`config.mk`:
```
export PLATFORM = sky130hd
export DESIGN_NAME = mem_access_ctrl
export DESIGN_NICKNAME = d
export VERILOG_FILES = /design/src/rtl/mem_access_ctrl.sv
export SDC_FILE = /design/constraint.sdc
export NUM_CORES = 1
export LEC_CHECK = 0
export CAP_MARGIN = 10
export CORE_MARGIN = 4
export CORE_UTILIZATION = 41
export CTS_CLUSTER_SIZE = 8
export DETAILED_ROUTE_END_ITERATION = 10
export PLACE_DENSITY = 0.8
export SKIP_LAST_GASP = 1
export SLEW_MARGIN = 5
export SYNTH_ARGS = -nofsm -noshare
export SYNTH_HDL_FRONTEND = slang
export SYNTH_SLANG_ARGS = --single-unit
export TNS_END_PERCENT = 10
```
`constraint.sdc`:
```
create_clock -name clk -period 2.54 [get_ports clk]
set_input_delay 0.508 -clock clk [delete_from_list [all_inputs] [get_ports clk]]
set_output_delay 0.508 -clock clk [all_outputs]
set_load 0.1 [all_outputs]
```
`src/rtl/mem_access_ctrl.sv`:
```
// MEM-stage data-memory access controller: direct and indirect (LDI/STI) loads/stores,
// byte lane steering, pipeline stall generation and a saturating stall-cycle counter.
module mem_access_ctrl #(
  parameter int CNT_WIDTH = 16
) (
  input  logic                 clk,
  input  logic                 rst_n,
  input  logic                 req_valid,
  input  logic                 op_read,
  input  logic                 op_write,
  input  logic                 op_byte,
  input  logic                 op_indirect,
  input  logic [15:0]          addr,
  input  logic [15:0]          wdata,
  output logic                 dmem_read,
  output logic                 dmem_write,
  output logic [15:0]          dmem_address,
  output logic [15:0]          dmem_wdata,
  output logic [1:0]           dmem_byte_enable,
  input  logic                 dmem_resp,
  input  logic [15:0]          dmem_rdata,
  output logic                 stall,
  output logic [15:0]          mdr_out,
  output logic                 mar_lsb_out,
  output logic [CNT_WIDTH-1:0] stall_cnt
);

  typedef enum logic [1:0] {IDLE, IND, ACCESS} stateT;

  stateT                r_state;
  logic [15:0]          r_ptr;
  logic [15:0]          r_mdr;
  logic [CNT_WIDTH-1:0] r_stallCnt;

  logic        w_memOp;
  logic        w_isRead;
  logic        w_isWrite;
  logic        w_inInd;
  logic        w_inAccess;
  logic        w_finalResp;
  logic [15:0] w_eff;

  // A request with both op bits set is serviced as a read.
  assign w_memOp     = req_valid & (op_read | op_write);
  assign w_isRead    = op_read;
  assign w_isWrite   = op_write & ~op_read;
  assign w_inInd     = (r_state == IND);
  assign w_inAccess  = (r_state == ACCESS);
  assign w_finalResp = w_inAccess & dmem_resp;
  assign w_eff       = op_indirect ? r_ptr : addr;

  assign dmem_read        = w_inInd | (w_inAccess & w_isRead);
  assign dmem_write       = w_inAccess & w_isWrite;
  assign dmem_address     = w_inAccess ? w_eff : addr;
  assign dmem_byte_enable = (w_inAccess & op_byte) ? (w_eff[0] ? 2'b10 : 2'b01) : 2'b11;
  assign dmem_wdata       = op_byte ? {wdata[7:0], wdata[7:0]} : wdata;

  assign stall       = w_memOp & ~w_finalResp;
  assign mdr_out     = w_finalResp ? dmem_rdata : r_mdr;
  assign mar_lsb_out = w_inAccess & w_eff[0];
  assign stall_cnt   = r_stallCnt;

  always_ff @(posedge clk or negedge rst_n) begin
    if (!rst_n) begin
      r_state <= IDLE;
      r_ptr   <= 16'h0000;
      r_mdr   <= 16'h0000;
    end else begin
      case (r_state)
        IDLE: begin
          if (w_memOp) r_state <= op_indirect ? IND : ACCESS;
        end
        IND: begin
          if (dmem_resp) begin
            r_ptr   <= dmem_rdata;
            r_state <= ACCESS;
          end
        end
        ACCESS: begin
          if (dmem_resp) begin
            if (w_isRead) r_mdr <= dmem_rdata;
            r_state <= IDLE;
          end
        end
        default: r_state <= IDLE;
      endcase
    end
  end

  // Saturates at all-ones so long stalls never wrap back to small counts.
  always_ff @(posedge clk or negedge rst_n) begin
    if (!rst_n) begin
      r_stallCnt <= '0;
    end else if (stall && (r_stallCnt != '1)) begin
      r_stallCnt <= r_stallCnt + CNT_WIDTH'(1);
    end
  end

endmodule
```
==> impl_results.rst <==
.. list-table::
   :header-rows: 1

   * - Metric
     - Value
   * - Status
     - completed
   * - Deepest clock path buffer count
     - 2
   * - RSZ-0062 raised after global routing
     - false
   * - Share of cells above drive strength 1
     - 0.3936
   * - Vias in the first global route
     - between 2000 and 3000
   * - Cell type with the highest aggregate area in the netlist
     - sky130_fd_sc_hd__dfrtp_1
   * - Routed WL per cell
     - approximately 18 µm
   * - Category of the worst setup path capture point
     - output port
   * - Yosys warning total
     - 0
   * - Most used routing layer in global routing
     - met2
   * - Aggregate routed wire length
     - between 8 and 9 mm
   * - CP delay by family, top
     - buffers and inverters
   * - Buffer count from post-CTS setup fixing
     - 0
   * - Power per unit of standard cell area
     - 1436 nW/µm²
   * - Pin count of the biggest net entering global routing
     - 27
   * - Total Neg Setup Slack
     - 0 ns
   * - Gpl congestion
     - 0.8107
   * - Slew of the pin with the lowest slew margin
     - 0.6084 ns
   * - Count of hold buffers inserted by post-cts repair
     - 0
   * - Total of max-cap violations
     - 0
   * - Number of synthesized register bits
     - 50
   * - Register-to-register setup slack
     - ~0.73 ns
   * - Period utilisation layout
     - 0.9512
   * - Max Fclk
     - around 410 MHz
   * - Number of cells upsized or downsized after cts
     - 0
   * - Skew final
     - a little over 0.007 ns
   * - Worst min path class
     - in -> async
   * - Count of placed standard cells in the final layout, fillers left out
     - 453
   * - CTS H-tree depth
     - 2
   * - First-pass iteration count of the detailed router
     - 4
   * - Reg2reg start
     - r_state[1]$_DFFE_PN0P_
   * - Area used by sequential logic in the layout
     - around 1300 µm²
   * - DR vias/cell
     - roughly 5.3
   * - Buffer cell driving the clock tree root
     - sky130_fd_sc_hd__clkbuf_8
   * - Slew headroom
     - 0.5944
   * - Yosys top cell area share
     - 0.4673
   * - Clock tree from TritonCTS
     - yes
   * - Starting density of the core
     - 0.4217
   * - Endpoints failing setup
     - 0
   * - Number of fill cells
     - around 420
   * - Number of ports placed on the die boundary
     - 126
   * - Synthesized net count
     - approximately 300
   * - DRC marker count from the first detailed-route iteration
     - roughly 110
   * - Number of nets in the final layout
     - ~430
   * - Number of remaining DRC errors
     - 0
   * - Largest fanout of any net on the critical path
     - 17
   * - Cell chain of the critical path
     - clkdlybuf4s50_1 > and3b_1 > buf_12 > nand2_1 > nand2_1 > buf_12
   * - Number of antenna cells inserted
     - 0
   * - Required time at the endpoint of the critical path
     - ~2.0 ns
   * - RR Endpoint
     - stall_cnt[15]$_DFFE_PN0P_
   * - Clock insertion delay at the later pin of the skew report
     - between 0.3 and 0.4 ns
   * - Total die area
     - 7887 µm²
   * - Floorplan row count
     - 29
   * - Commonest non-fill, non-tap cells in the layout
     - sky130_fd_sc_hd__mux2_2, sky130_fd_sc_hd__buf_12, sky130_fd_sc_hd__nand2_1
   * - Area growth from synthesis to layout
     - 73.64%
   * - Reg2reg path depth
     - 4
   * - Antenna violations before repair
     - 0
   * - Static Leakage
     - approximately 2.1 nW
   * - Critical path class
     - in -> out
   * - Master of the slowest instance on the critical path
     - sky130_fd_sc_hd__clkdlybuf4s50_1
   * - Final Util
     - 0.7322
   * - Cells after Synth
     - about 250
   * - Area of the multi-input gates
     - approximately 1300 µm²
   * - Die height
     - around 90 µm
   * - Clock slew at reported path FFs
     - 0.10 ns
   * - Slew Limit Fails
     - 0
   * - CP Launch Type
     - input pin
   * - Cell types with the largest area share after synthesis
     - sky130_fd_sc_hd__dfrtp_1, sky130_fd_sc_hd__mux2_2, sky130_fd_sc_hd__nand2_1
   * - Core outline area
     - 6350 µm²
   * - Placed cell count
     - ~450
   * - Final period demand of the worst path
     - approximately 2.4 ns
   * - Met3 capacity usage during global routing
     - 0.04376
   * - Die width
     - 88.81 µm
   * - Total vias in the final route
     - about 2400
   * - Critical path arrival
     - roughly 1.9 ns
   * - Met2 Use GR
     - 0.3812
   * - GRT Util Overall
     - 0.2122
   * - Number of port buffers
     - 125
   * - Slowest stage delay, CP
     - ~0.55 ns
   * - Worst vdd ir
     - roughly 1.3 mV
   * - Part of the Yosys area used for sequential elements
     - 0.4673
   * - Buffer and inverter count on the worst path
     - 3
   * - CTS Sinks
     - 50
   * - Inserted Clock Buffers
     - 5
   * - Sum of net half-perimeters after detailed placement
     - about 6.4 mm
   * - Count of antenna-violating nets left after detailed routing
     - 0
   * - First-pass GRT wire length
     - 12.79 mm
   * - Post-Synthesis Mean Instance Area
     - about 11 µm²
   * - GRT overflow
     - 0
   * - Count of final hold-check violations
     - 0
   * - Met1 global-route usage
     - 0.2487
   * - Synth cell types
     - 32
   * - Netlist area before placement
     - roughly 2700 µm²
==> per-layer routing <==
| metal | vias to the layer above | share of wire |
|---|---|---|
| li1 | 1120 | - |
| met1 | 1160 | 0.36 |
| met2 | 113 | 0.52 |
| met3 | 12 | 0.092 |
| met4 | 0 | 0.021 |
| met5 | - | 0 |
==> state kept, by name (all words and copies together), names as in the netlist <==
register / cells
r_state: 2
r_ptr: 16
r_mdr: 16
stall_cnt: 16
==> cells by family after synthesis <==
kind of cell / count (synthesis) / synth area share
buf+inv: 18 / 0.03972
flops: 50 / 0.4673
xor+xnor: 14 / 0.04580
mux: 58 / 0.2435
fa+ha+maj: 1 / 0.004672
simple gates: 100 / 0.1804
compound gates: 8 / 0.01869
==> synth_stat cells <==
| cell type | instances |
|---|---|
| sky130_fd_sc_hd__mux2_2 | 57 |
| sky130_fd_sc_hd__nand2_1 | 56 |
| sky130_fd_sc_hd__dfrtp_1 | 50 |
| sky130_fd_sc_hd__xor2_1 | 13 |
| sky130_fd_sc_hd__buf_4 | 8 |
| sky130_fd_sc_hd__nand3_1 | 6 |
| sky130_fd_sc_hd__nand4_1 | 6 |
| sky130_fd_sc_hd__nor2_1 | 6 |
| sky130_fd_sc_hd__nor3_1 | 6 |
| sky130_fd_sc_hd__clkbuf_1 | 5 |
| sky130_fd_sc_hd__nor4_1 | 5 |
| sky130_fd_sc_hd__inv_1 | 3 |
| sky130_fd_sc_hd__nor3b_1 | 3 |
| sky130_fd_sc_hd__a31oi_1 | 2 |
| sky130_fd_sc_hd__and3_1 | 2 |
| sky130_fd_sc_hd__and3b_1 | 2 |
| sky130_fd_sc_hd__nand3b_1 | 2 |
| sky130_fd_sc_hd__nor2b_1 | 2 |
| sky130_fd_sc_hd__o21ai_0 | 2 |
| sky130_fd_sc_hd__a211oi_1 | 1 |
| sky130_fd_sc_hd__a21o_1 | 1 |
| sky130_fd_sc_hd__a21oi_1 | 1 |
| sky130_fd_sc_hd__and4_1 | 1 |
| sky130_fd_sc_hd__buf_2 | 1 |
| sky130_fd_sc_hd__buf_6 | 1 |
| sky130_fd_sc_hd__ha_1 | 1 |
| sky130_fd_sc_hd__mux2i_1 | 1 |
| sky130_fd_sc_hd__nor4_2 | 1 |
| sky130_fd_sc_hd__nor4b_1 | 1 |
| sky130_fd_sc_hd__o21a_1 | 1 |
| sky130_fd_sc_hd__or4_4 | 1 |
| sky130_fd_sc_hd__xnor2_1 | 1 |
==> metrics by stage <==
step | power (mW) | area [µm²] | setup slack (ns) | hold WS (ns)
2_1_floorplan | 4.379 | 2680 | 0.06320 | 0.2124
3_3_place_gp | 6.014 | 4533 | 0.2035 | 0.4864
3_5_place_dp | 6.114 | 4533 | 0.1559 | 0.4864
4_1_cts | 6.721 | 4649 | 0.1322 | 0.2046
5_1_grt | 6.918 | 4649 | 0.09175 | 0.2332
6_report | 6.678 | 4649 | 0.1241 | 0.1938
==> area by class of cell <==
class,instances,share of cell area
clock buffers,5,0.01480
clock inverters,3,0.01023
inverters,3,0.002422
multi-input cells,181,0.2844
flip-flops and latches,50,0.2691
well taps,77,0.02072
repair buffers,134,0.3983
==> how the worst max path moves through the flow <==
stage | startpoint | end | slack (ns) | cells after the start
after global placement | op_indirect | dmem_address[9] | 0.20 | 5
after CTS | dmem_resp | mdr_out[10] | 0.13 | 6
after floorplan | stall_cnt[0]$_DFFE_PN0P_ | stall_cnt[1]$_DFFE_PN0P_ | 0.06 | 5
after global routing | dmem_resp | mdr_out[10] | 0.09 | 6
final | dmem_resp | mdr_out[10] | 0.12 | 6
after detailed placement | op_indirect | dmem_address[15] | 0.16 | 5
==> where the power goes <==
group,internal [mW],switching [mW],total (mW)
Combinational,1.63,3.09,4.72
Sequential,1.12,0.250,1.37
Clock,0.301,0.293,0.593
Total,3.04,3.63,6.68
(Power assumes the default switching activity.)
==> edit 1, RTL diff (same flow settings) <==
The parameter `CNT_WIDTH` goes from 16 to 12.
--- a/src/rtl/mem_access_ctrl.sv
+++ b/src/rtl/mem_access_ctrl.sv
@@ -3,3 +3,3 @@
 module mem_access_ctrl #(
-  parameter int CNT_WIDTH = 16
+  parameter int CNT_WIDTH = 12
 ) (
Interface: changed (resized stall_cnt); port bits go from 126 to 122. No check against the original RTL was run, so the function may have changed too.
==> edit 1 against the unedited design <==
  * Cell area shrank 4.5%
  * First-iteration DRC count is 51% lower
  * Sequential power fell by 7%
  * Area after synthesis shrank 5.7%
  * Sequential cell count decreased by 4
  * Worst setup slack got worse by 18 ps
  * Wire length shrank 17%
  * Clock skew down 1.2 ps
  * Sequential share of layout area fell by 1.0 points
  * Hold slack worse by 12 ps
  * Power shrank 3.8%
==> edit 1: results (changes against the unedited design) <==
{| class="wikitable"
! Metric !! Value
|-
| Result of the run || complete, no violations
|-
| Global Route met2 Usage || 35.9% (-2.2 points)
|-
| Cell variety after synth || 39 (+22%)
|-
| Number of global-route vias before repair || 2,205 (-14%)
|-
| First-pass iteration count of the detailed router || 3 (-1)
|-
| Nets@finish || 374 (-13%)
|-
| Worst-case setup margin in the final layout || 106 ps (-18.2 ps)
|-
| Stage delay of the slowest cell on the critical path || 480 ps (-70 ps)
|-
| GRT Overall Usage || 19.0% (-2.2 points)
|-
| Endpoint of the worst setup timing path || mdr_out[9]
|-
| Total power divided by cell area || 1450 mW/mm^2 (+0.70%)
|-
| Reg2reg setup slack || 850 ps (+120 ps)
|-
| Fraction of synthesized area in multiplexers || 34.0% (+9.6 points)
|-
| Met3 GRT Util || 4.28% (-0.099 points)
|-
| Number of buffer cells added on primary ports || 121 (-3.2%)
|-
| Largest voltage drop on the vdd net || 1.07 mV (-18%)
|-
| Sum of routed wire length over all layers || 6.86 mm (-17%)
|-
| Via density per instance || 5.03 (-5.2%)
|-
| P_int || 3.03 mW (-0.37%)
|-
| Share of the synthesized area in compound gates (AO/OA/AOI/OAI) || 2.13% (+0.26 points)
|-
| Capturing point of the worst reg2reg path || r_mdr[8]$_DFFE_PN0P_
|-
| Net count after synthesis || 253 (-17%)
|-
| Routed metal-1 wire length || 2.63 mm (-12%)
|-
| Fraction of final layout cells sized beyond drive strength 1 || 52.2% (+13 points)
|-
| Synthesized area per cell || 12.9 um^2 (+20%)
|-
| Global-route wire length before repair || 11.2 mm (-12%)
|-
| DPL Wire Length || 5.54 mm (-14%)
|-
| Gpl congestion || 0.721 (-11%)
|-
| Pin count of the biggest net entering global routing || 25 (-7.4%)
|-
| Leak || 1.92 nW (-10%)
|-
| Via Count || 1,978 (-18%)
|-
| Synth Area in XOR/XNOR || 2.43% (-2.2 points)
|-
| Total instance count after detailed placement || 384 (-14%)
|-
| Global Route met1 Usage || 21.6% (-3.3 points)
|-
| Maximum clock skew at final layout || 5.97 ps (-1.15 ps)
|-
| Area post-placement || 0.00431 mm^2 (-4.9%)
|-
| Placement Setup Slack || 42.8 ps (-113 ps)
|-
| Fin Hold WS || 181 ps (-12.4 ps)
|-
| Combinational group share of total power || 71.7% (+1.0 points)
|-
| Adder-cell area share of the yosys netlist || 0.496% (+0.028 points)
|-
| Worst slew margin relative to its limit || 65.1% (+5.7 points)
|-
| Number of fillers in the final layout || 407 (-2.9%)
|}
## edit 1: cell count changes in the layout (fill, tap and decap cells not counted), moves of 5 or more
cell and change:
buf_4 -6, mux2_2 +16, xnor2_1 +6, nor4_1 -5, nor3_1 -5, nand2_1 -50
xor2_1 -13
## edit 1: timing repair
action                                  CTS  global route
hold buffers                              0             0
setup buffers                             0             1
endpoints found under the setup margin    0             6
resized for setup                         0             0
## edit 1: cells by family after synthesis
group,Yosys count
adder cells (fa/ha/maj),1
flip-flops,46
buffers and inverters,15
AO/OA/AOI/OAI,7
AND/OR/NAND/NOR,44
multiplexers,76
XOR/XNOR,7
## edit 1: final cells by class
class / instances / area (um^2) / area share [%]
clock buffers: 5 / 68.8 / 1.55
clock inverters: 3 / 43.8 / 0.986
inverters: 1 / 3.75 / 0.0845
multi-input cells: 135 / 1270 / 28.7
flip-flops and latches: 46 / 1150 / 25.9
well taps: 75 / 93.8 / 2.11
repair buffers: 128 / 1810 / 40.7
==> edit 2, RTL diff (same flow settings) <==
Without the edit above. Put one more register stage on the output `stall_cnt`, cleared by the reset. The value now appears one clock later. The other outputs are not delayed to match.
--- a/src/rtl/mem_access_ctrl.sv
+++ b/src/rtl/mem_access_ctrl.sv
@@ -60,3 +60,9 @@
   assign mar_lsb_out = w_inAccess & w_eff[0];
-  assign stall_cnt   = r_stallCnt;
+  always_ff @(posedge clk or negedge rst_n) begin
+    if (!rst_n) begin
+      stall_cnt <= '0;
+    end else begin
+      stall_cnt <= r_stallCnt;
+    end
+  end
 
Check against the original RTL: not equivalent (Yosys sat finds a counterexample within 4 cycles, from zero or initial values and one cycle with rst_n low).
==> edit 2 against the unedited design <==
  * Power rose by 9.4%
  * Wire length grew 5.2%
  * Cell count grew 9.9%
  * Area after synthesis up 16%
  * Worst setup slack gained 17 ps
  * Register-to-register slack worse by 100 ps
  * Sequential cell count increased by 16
  * Cell area is 12% higher
  * Fmax rose by 0.72%
  * Highest routed layer unchanged
==> edit 2: results (changes against the unedited design) <==
{| class="wikitable"
! Metric !! Value
|-
| Result of the run || complete, no violations
|-
| Net count after synthesis || 321 (+4.9%)
|-
| Total instance count after detailed placement || 482 (+8.3%)
|-
| Portion of the post-synthesis area used by sequential elements || 53.4% (+6.7 points)
|-
| Gpl congestion || 0.790 (-2.5%)
|-
| Share of the synthesized area in compound gates (AO/OA/AOI/OAI) || 1.46% (-0.41 points)
|-
| Clock buffer count from CTS || 9 (+4)
|-
| GRT Overall Usage || 19.6% (-1.7 points)
|-
| Arr. time, crit path || 1890 ps (-20 ps)
|-
| Critical R2R Launch || r_stallCnt[0]$_DFFE_PN0P_
|-
| Cell count after synthesis || 264 (+6.0%)
|-
| Family of cells with the greatest summed delay on the critical path || buffers and inverters
|-
| Maximum clock skew at final layout || 7.67 ps (+0.556 ps)
|-
| DPL Wire Length || 6.68 mm (+4.0%)
|-
| Worst-Skew Late Latency || 330 ps (+20 ps)
|-
| Pin count of the biggest net entering global routing || 35 (+30%)
|-
| Largest voltage drop on the vdd net || 0.935 mV (-29%)
|-
| Cell variety after synth || 34 (+6.3%)
|-
| Nets@finish || 451 (+4.4%)
|-
| Number of global-route vias before repair || 2,573 (+0.90%)
|-
| Adder-cell area share of the yosys netlist || 0.405% (-0.063 points)
|-
| Fraction of final layout cells sized beyond drive strength 1 || 39.3% (about the same)
|-
| Via Count || 2,541 (+5.7%)
|-
| H-tree depth || 3 (+1)
|-
| Detailed router's first-iteration violation count || 138 (+29%)
|-
| Area post-placement || 0.00498 mm^2 (+10%)
|-
| Largest buffer count on any clock path || 2 (unchanged)
|-
| Reg2reg setup slack || 630 ps (-100 ps)
|-
| Register clock-pin slew on the reported worst setup and hold paths || 70 ps (-30 ps)
|-
| Clk Tree Root Cell || clkbuf_8
|-
| Worst slew margin relative to its limit || 47.9% (-12 points)
|-
| Cell types with the largest area share after synthesis || dfrtp_1 53%, mux2_2 20%, nand2_1 6.8%, xor2_1 2.0%, buf_4 1.9%
|-
| Most used standard cells in the synthesized netlist || 66 x dfrtp_1, 56 x nand2_1, 55 x mux2_2
|-
| Capturing point of the worst reg2reg path || r_stallCnt[11]$_DFFE_PN0P_
|-
| Placement Setup Slack || 149 ps (-6.49 ps)
|-
| Synth Area in XOR/XNOR || 3.68% (-0.90 points)
|-
| Worst reg2reg path depth || 5 (+1)
|-
| Global-route wire length before repair || 13.3 mm (+3.8%)
|}
[edit 2: stage by stage]
stage / util [%] / hold slack, ps
floorplan: - / 212
global placement: 68.4 / 399
detailed placement: 68.4 / 412
CTS: 71.2 / 269
global route: 71.2 / 308
finish: 71.2 / 262
[edit 2: area by class of cell]
cell class              count  area (um^2)
repair buffers            135         1860
clock inverters             4         50.0
well taps                  99          124
inverters                   5         18.8
fillers                   528         2100
clock buffers              12          155
multi-input cells         177         1330
flip-flops and latches     66         1650
[edit 2: worst register-to-register path, stage by stage, from the launching register on]
cell and delay [ps]:
dfrtp_1 440, ha_1 260, inv_1 80, or4_1 650, and4b_1 240, xor2_1 140
[edit 2: worst max-delay path by stage]
stage                     cells after the start  slack, ps       from                          to
after floorplan                               5        160  dmem_resp                 mdr_out[10]
after global placement                        5        180  dmem_resp  r_stallCnt[12]$_DFFE_PN0P_
after detailed placement                      6        150  dmem_resp                 mdr_out[14]
after CTS                                     6        140  dmem_resp                 mdr_out[14]
after global routing                          6         70  dmem_resp                 mdr_out[14]
final                                         6        140  dmem_resp                 mdr_out[14]
[edit 2: per-layer routing]
metal  track usage [%]  routed length, um  vias to the layer above
met4              9.62                179                        0
met1              22.6               3170                     1244
li1                  -                  -                     1163
met5                 0                  0                        -
met3              4.86                801                       12
met2              33.7               4520                      122
[edit 2: power by group]
| part | internal, mW | total [mW] | switching (mW) |
|---|---|---|---|
| clock | 0.506 | 0.889 | 0.384 |
| sequential | 1.43 | 1.69 | 0.257 |
| combinational | 1.64 | 4.73 | 3.09 |
| total | 3.58 | 7.31 | 3.73 |
